==> config.mk <==
export PLATFORM = sky130hd
export DESIGN_NAME = max_unpool
export DESIGN_NICKNAME = d
export VERILOG_FILES = /design/src/rtl/max_pool_pkg.sv /design/src/rtl/max_unpool.sv
export SDC_FILE = /design/constraint.sdc
export NUM_CORES = 1
export LEC_CHECK = 0
export BUFFER_PORTS_ARGS = -buffer_cell sky130_fd_sc_hd__buf_2
export CORE_MARGIN = 3
export CORE_UTILIZATION = 45
export DETAILED_ROUTE_END_ITERATION = 8
export PLACE_DENSITY_LB_ADDON = 0.1
export REMOVE_ABC_BUFFERS = 1
export SKIP_LAST_GASP = 1
export SYNTH_ARGS = -nofsm -noshare
export SYNTH_HDL_FRONTEND = slang
export SYNTH_SLANG_ARGS = --single-unit
==> constraint.sdc <==
create_clock -name clk -period 1.5 [get_ports clk]
set_clock_uncertainty 0.05 [all_clocks]
set_input_delay 0.15 -clock clk [delete_from_list [all_inputs] [get_ports clk]]
set_output_delay 0.15 -clock clk [all_outputs]
set_load 0.01 [all_outputs]
==> src/rtl/max_pool_pkg.sv <==
// Shared definitions for the max-pooling datapath: default geometry, the argmax
// index encoding used by both the pooling and unpooling blocks, and FSM states.
package max_pool_pkg;

    localparam int DEFAULT_DATA_WIDTH = 8;
    localparam int DEFAULT_KERNEL_DIM = 3;
    localparam int WINDOW_SIZE        = DEFAULT_KERNEL_DIM * DEFAULT_KERNEL_DIM;
    localparam int INDEX_WIDTH        = $clog2(WINDOW_SIZE);

    // Row-major argmax position inside a pooling window.
    typedef logic [INDEX_WIDTH-1:0] argmaxIndexT;

    typedef enum logic [0:0] {
        IDLE = 1'b0,
        EMIT = 1'b1
    } unpoolStateT;

endpackage

==> src/rtl/max_unpool.sv <==
// Streaming max-unpooling: expands each (value, argmax) token into a full
// KERNEL_DIM x KERNEL_DIM window of serial pixels, zero everywhere but the argmax.
module max_unpool
    import max_pool_pkg::*;
#(
    parameter int DATA_WIDTH   = DEFAULT_DATA_WIDTH,
    parameter int KERNEL_DIM   = DEFAULT_KERNEL_DIM,
    localparam int WIN_SIZE    = KERNEL_DIM * KERNEL_DIM,
    localparam int IDX_WIDTH   = $clog2(WIN_SIZE)
) (
    input  logic                  clk,
    input  logic                  rst,
    input  logic                  inValid,
    output logic                  inReady,
    input  logic [DATA_WIDTH-1:0] inPixel,
    input  logic [IDX_WIDTH-1:0]  inIndex,
    output logic                  outValid,
    input  logic                  outReady,
    output logic [DATA_WIDTH-1:0] outPixel,
    output logic                  outLast,
    output logic                  indexError
);

    localparam logic [IDX_WIDTH-1:0] LAST_BEAT = IDX_WIDTH'(WIN_SIZE - 1);

    unpoolStateT           stateQ, stateD;
    logic [DATA_WIDTH-1:0] valueQ, valueD;
    logic [IDX_WIDTH-1:0]  indexQ, indexD;
    logic [IDX_WIDTH-1:0]  beatQ, beatD;
    logic                  errQ, errD;
    logic                  lastBeat;
    logic                  accept;

    always_comb begin
        lastBeat = (beatQ == LAST_BEAT);
        outValid = (stateQ == EMIT);
        outLast  = outValid && lastBeat;
        // Ready also opens on the final beat so consecutive windows have no bubble.
        inReady  = !rst && ((stateQ == IDLE) || (outLast && outReady));
        outPixel = (outValid && (beatQ == indexQ)) ? valueQ : '0;
        accept   = inValid && inReady;
    end

    always_comb begin
        stateD = stateQ;
        valueD = valueQ;
        indexD = indexQ;
        beatD  = beatQ;
        errD   = errQ;
        if (accept) begin
            stateD = EMIT;
            valueD = inPixel;
            indexD = inIndex;
            beatD  = '0;
            // Out-of-range index never matches a beat, so the window emits zeros.
            if (inIndex > LAST_BEAT) begin
                errD = 1'b1;
            end
        end else if (outValid && outReady) begin
            if (lastBeat) begin
                stateD = IDLE;
                beatD  = '0;
            end else begin
                beatD = beatQ + 1'b1;
            end
        end
    end

    always_ff @(posedge clk or posedge rst) begin
        if (rst) begin
            stateQ <= IDLE;
            valueQ <= '0;
            indexQ <= '0;
            beatQ  <= '0;
            errQ   <= 1'b0;
        end else begin
            stateQ <= stateD;
            valueQ <= valueD;
            indexQ <= indexD;
            beatQ  <= beatD;
            errQ   <= errD;
        end
    end

    assign indexError = errQ;

endmodule
==> impl_metrics.py <==
metrics = {
    "setup_path": {
        "rrSetupSlack_ns": -0.28,
        "cp-start-kind": "flop",
        "worst_setup_path_end_kind": "primary output",
        "critical_path_cell_by_cell": "xor2_1 > a2111o_2 > nor3_1 > buf_2",
        "critical_path.max_stage_delay_ns": 0.53,
        "path_depth": 4,
        "cp_top_family": "compound AO/OA/AOI/OAI gates",
        "path_max_fanout": 8,
        "ff2ff_path_depth": 7,
        "regToRegStartpoint": "beatQ[0]$_DFFE_PP0P_",
        "timing.critical_path.slowest_stage_cell": "a2111o_2",
        "crit_arrival_ns": 1.76,
        "critical_path_required_ns": 1.30,
        "worstSetupPathType": "flop to primary output",
        "crit_buf_inv": 1,
        "worst_r2r_endpoint": "indexQ[1]$_DFFE_PP0P_",
    },
    "route": {
        "drt_first_iter_violations": 12,
        "drtPass1Iterations": 4,
        "drc": 0,
        "drt-vias-per-instance": 5.288,
        "detailroute.via_count": 936,
        "route.detailed.wl_per_inst_um": 14.75,
        "antenna_left": 0,
        "routed_wirelength_um": 2610,
    },
    "place": {
        "detailedPlacementHpwl_um": 1691,
        "place_congestion": 0.7614,
        "placedCellCount": 165,
        "io_buffers": 27,
        "placement.cell_area_sq_mm": 0.001230,
        "placement.setup.worst_slack_ns": -0.1567,
    },
    "power": {
        "total_leakage_power_nw": 0.7077,
        "design_power_total_mw": 2.865,
        "p_per_area_mw_per_mm2": 1949,
        "ir_drop_uv": 1154,
    },
    "grt": {
        "global_route.overflow_total": 0,
        "grt_max_degree": 13,
        "vias_in_the_first_global_route": 886,
        "global_route_wire_length_before_repair_um": 4029,
        "antenna_found_initial": 0,
        "track_usage_pct": 20.29,
    },
    "sta": {
        "final.min_clock_period_ns": 1.961,
        "report.final.hold_viol_count": 0,
        "worst_setup_slack_after_layout_ns": -0.4609,
        "fin_setup_tns_ns": -7.425,
        "report.final.setup_viol": 25,
        "worst_slew_margin_rel_pct": 71.41,
        "post-route-period-util_pct": 130.7,
        "rsz0062_at_grt": "yes",
        "final_number_of_max_transition_violations": 0,
        "achievable-frequency_mhz": 510.0,
        "transition_time_of_the_tightest_slew_check_pin_ns": 0.4280,
    },
    "floorplanning": {
        "placeableCoreArea_sq_mm": 0.002002,
        "num_io_pins": 28,
        "die_height_um": 52.51,
        "num_rows": 16,
        "die_area_sq_mm": 0.002757,
        "initial_utilization_pct": 48.63,
        "chipWidth_um": 52.51,
    },
    "synthesis": {
        "syn-instance-count": 100,
        "avgSynthCellArea_sq_um": 9.734,
        "synth_seq_cells": 18,
        "synth_top_flop_cell": "dfrtp_1",
        "async_flop_share_pct": 100.0,
        "post_synth_xor_area_fraction_pct": 0.8997,
        "largest_family_of_logic_cells_by_synthesized_area": "simple AND/OR/NAND/NOR gates",
        "synth.most_common_cell": "dfrtp_1",
        "synth.yosys.warnings": 0,
        "mapped_area_sq_um": 973.4,
        "count_of_flip_flops_with_a_built_in_enable_after_synthesis": 0,
        "synth-adder-area-share_pct": 2.571,
        "netlist_cell_types": 36,
        "synth_top_cells_by_count": "dfrtp_1 (18), inv_1 (11), nand2_1 (10)",
        "synth_top_area_share_pct": 46.27,
        "synth_top_area_cell": "dfrtp_1",
        "ys_seq_area_share_pct": 46.27,
        "synth_simple_gate_area_share_pct": 21.85,
        "synthMuxAreaShare_pct": 6.555,
        "synth_compound_area_share_pct": 15.04,
        "yosys-top-cells-area": "dfrtp_1 (46%), o22ai_1 (5.1%), inv_1 (4.2%)",
    },
    "status": {
        "run_status": "finished with violations",
        "failed_checks": "setup timing",
    },
    "final_layout": {
        "layout-drive-gt1-share_pct": 52.67,
        "layout.cells.non_filler": 177,
        "insertedDiodeCount": 0,
        "area_delta_synth_final_pct": 51.03,
        "layout.filler_cells": 154,
        "final_design_area_no_fill_sq_mm": 0.001470,
        "nNetsFinal": 169,
    },
    "clocking": {
        "cts_made_buffers": 3,
        "tritoncts": "yes",
        "clkTransAtPathRegs_ns": 0.11,
        "clock_latency_ns": 0.31,
        "cts.root.buffer_cell": "clkbuf_4",
        "cts.htree.levels": 1,
        "clock_sink_count": 18,
        "cts_max_path_buffers": 2,
    },
    "job": {
        "max_cap_violations": 0,
    },
    "hold_path": {
        "worst_hold_startpoint": "inIndex[0]",
        "worst_hold_path_type": "input pin to flop",
        "hold_path_end": "indexQ[0]$_DFFE_PP0P_",
        "worst_hold_path.num_cells": 2,
    },
}
worst register-to-register path, cell delays in order, from the launching register on:
cell	delay [ns]
dfrtp_1	0.43
buf_6	0.14
inv_4	0.05
ha_4	0.13
nand4b_1	0.14
buf_4	0.18
a21oi_4	0.23
mux2_4	0.32
cell usage in the layout (no fill, tap or decap), types with 3 or more instances in the layout:
master / synthesis / layout
nor2b_1: 3 / 3
nand2_1: 10 / 10
buf_2: 2 / 27
nand2b_1: 4 / 3
o22ai_2: 0 / 8
clkbuf_4: 0 / 3
inv_1: 11 / 10
buf_6: 1 / 5
buf_4: 0 / 17
dfrtp_1: 18 / 17
mux2_4: 2 / 4
nor3_2: 0 / 6
per-layer routing:
| metal | vias to the layer above | part of all wire, % | global-route usage (%) |
|---|---|---|---|
| met5 | - | 0 | 0 |
| met4 | 0 | 1.6 | 7.234 |
| met3 | 5 | 3.5 | 3.419 |
| met2 | 21 | 49 | 30.99 |
| met1 | 457 | 46 | 28.62 |
| li1 | 453 | - | - |
area by class of cell:
| type | instances | area, sq um | area share, % |
|---|---|---|---|
| multi-input combinational | 67 | 575.6 | 39.15 |
| sequential | 18 | 451.7 | 30.72 |
| timing repair buffer | 50 | 329.1 | 22.38 |
| inverter | 11 | 43.79 | 2.979 |
| clock buffer | 4 | 36.28 | 2.468 |
| tap | 27 | 33.78 | 2.298 |
report_power, final:
group / internal [mW] / total, mW / switching [mW]
Combinational: 0.892 / 1.69 / 0.796
Sequential: 0.723 / 0.866 / 0.142
Clock: 0.148 / 0.311 / 0.163
Total: 1.76 / 2.87 / 1.10
state kept, by name (all words and copies together), names as in the netlist:
register and count:
valueQ 8, beatQ 4, indexQ 4, indexError 1, outValid 1
cell families (layout without fill, tap and decap cells):
kind of cell | count (synthesis) | after routing
mux | 5 | 5
flops | 18 | 18
xor+xnor | 1 | 1
buf+inv | 15 | 65
simple gates | 38 | 38
fa+ha+maj | 2 | 2
compound gates | 21 | 21
stage by stage:
stage               hold WS, ns  utilization (%)
floorplan               0.03857                -
global placement        0.09514            61.44
detailed placement       0.1013            61.44
CTS                     0.02967            70.19
global route            0.02390            73.44
finish                  0.02533            73.44
timing repair:
action | CTS | global route
hold buffers | 1 | 0
hold endpoints to repair | 7 | 0
endpoints found under the setup margin | 23 | 26
gates resized for setup | 19 | 12
pin swaps | 3 | 7
buffers inserted | 5 | 3
worst max-delay path by stage:
| stage | to | slack [ns] | from |
|---|---|---|---|
| after detailed placement | indexQ[2]$_DFFE_PP0P_ | -0.16 | beatQ[0]$_DFFE_PP0P_ |
| after global routing | outPixel[3] | -0.55 | beatQ[0]$_DFFE_PP0P_ |
| after CTS | outPixel[1] | -0.43 | beatQ[3]$_DFFE_PP0P_ |
| final | outPixel[3] | -0.46 | beatQ[0]$_DFFE_PP0P_ |
| after global placement | indexQ[1]$_DFFE_PP0P_ | -0.11 | beatQ[0]$_DFFE_PP0P_ |
| after floorplan | indexQ[1]$_DFFE_PP0P_ | -0.25 | beatQ[0]$_DFFE_PP0P_ |
Power figures use the tool's default switching activity.
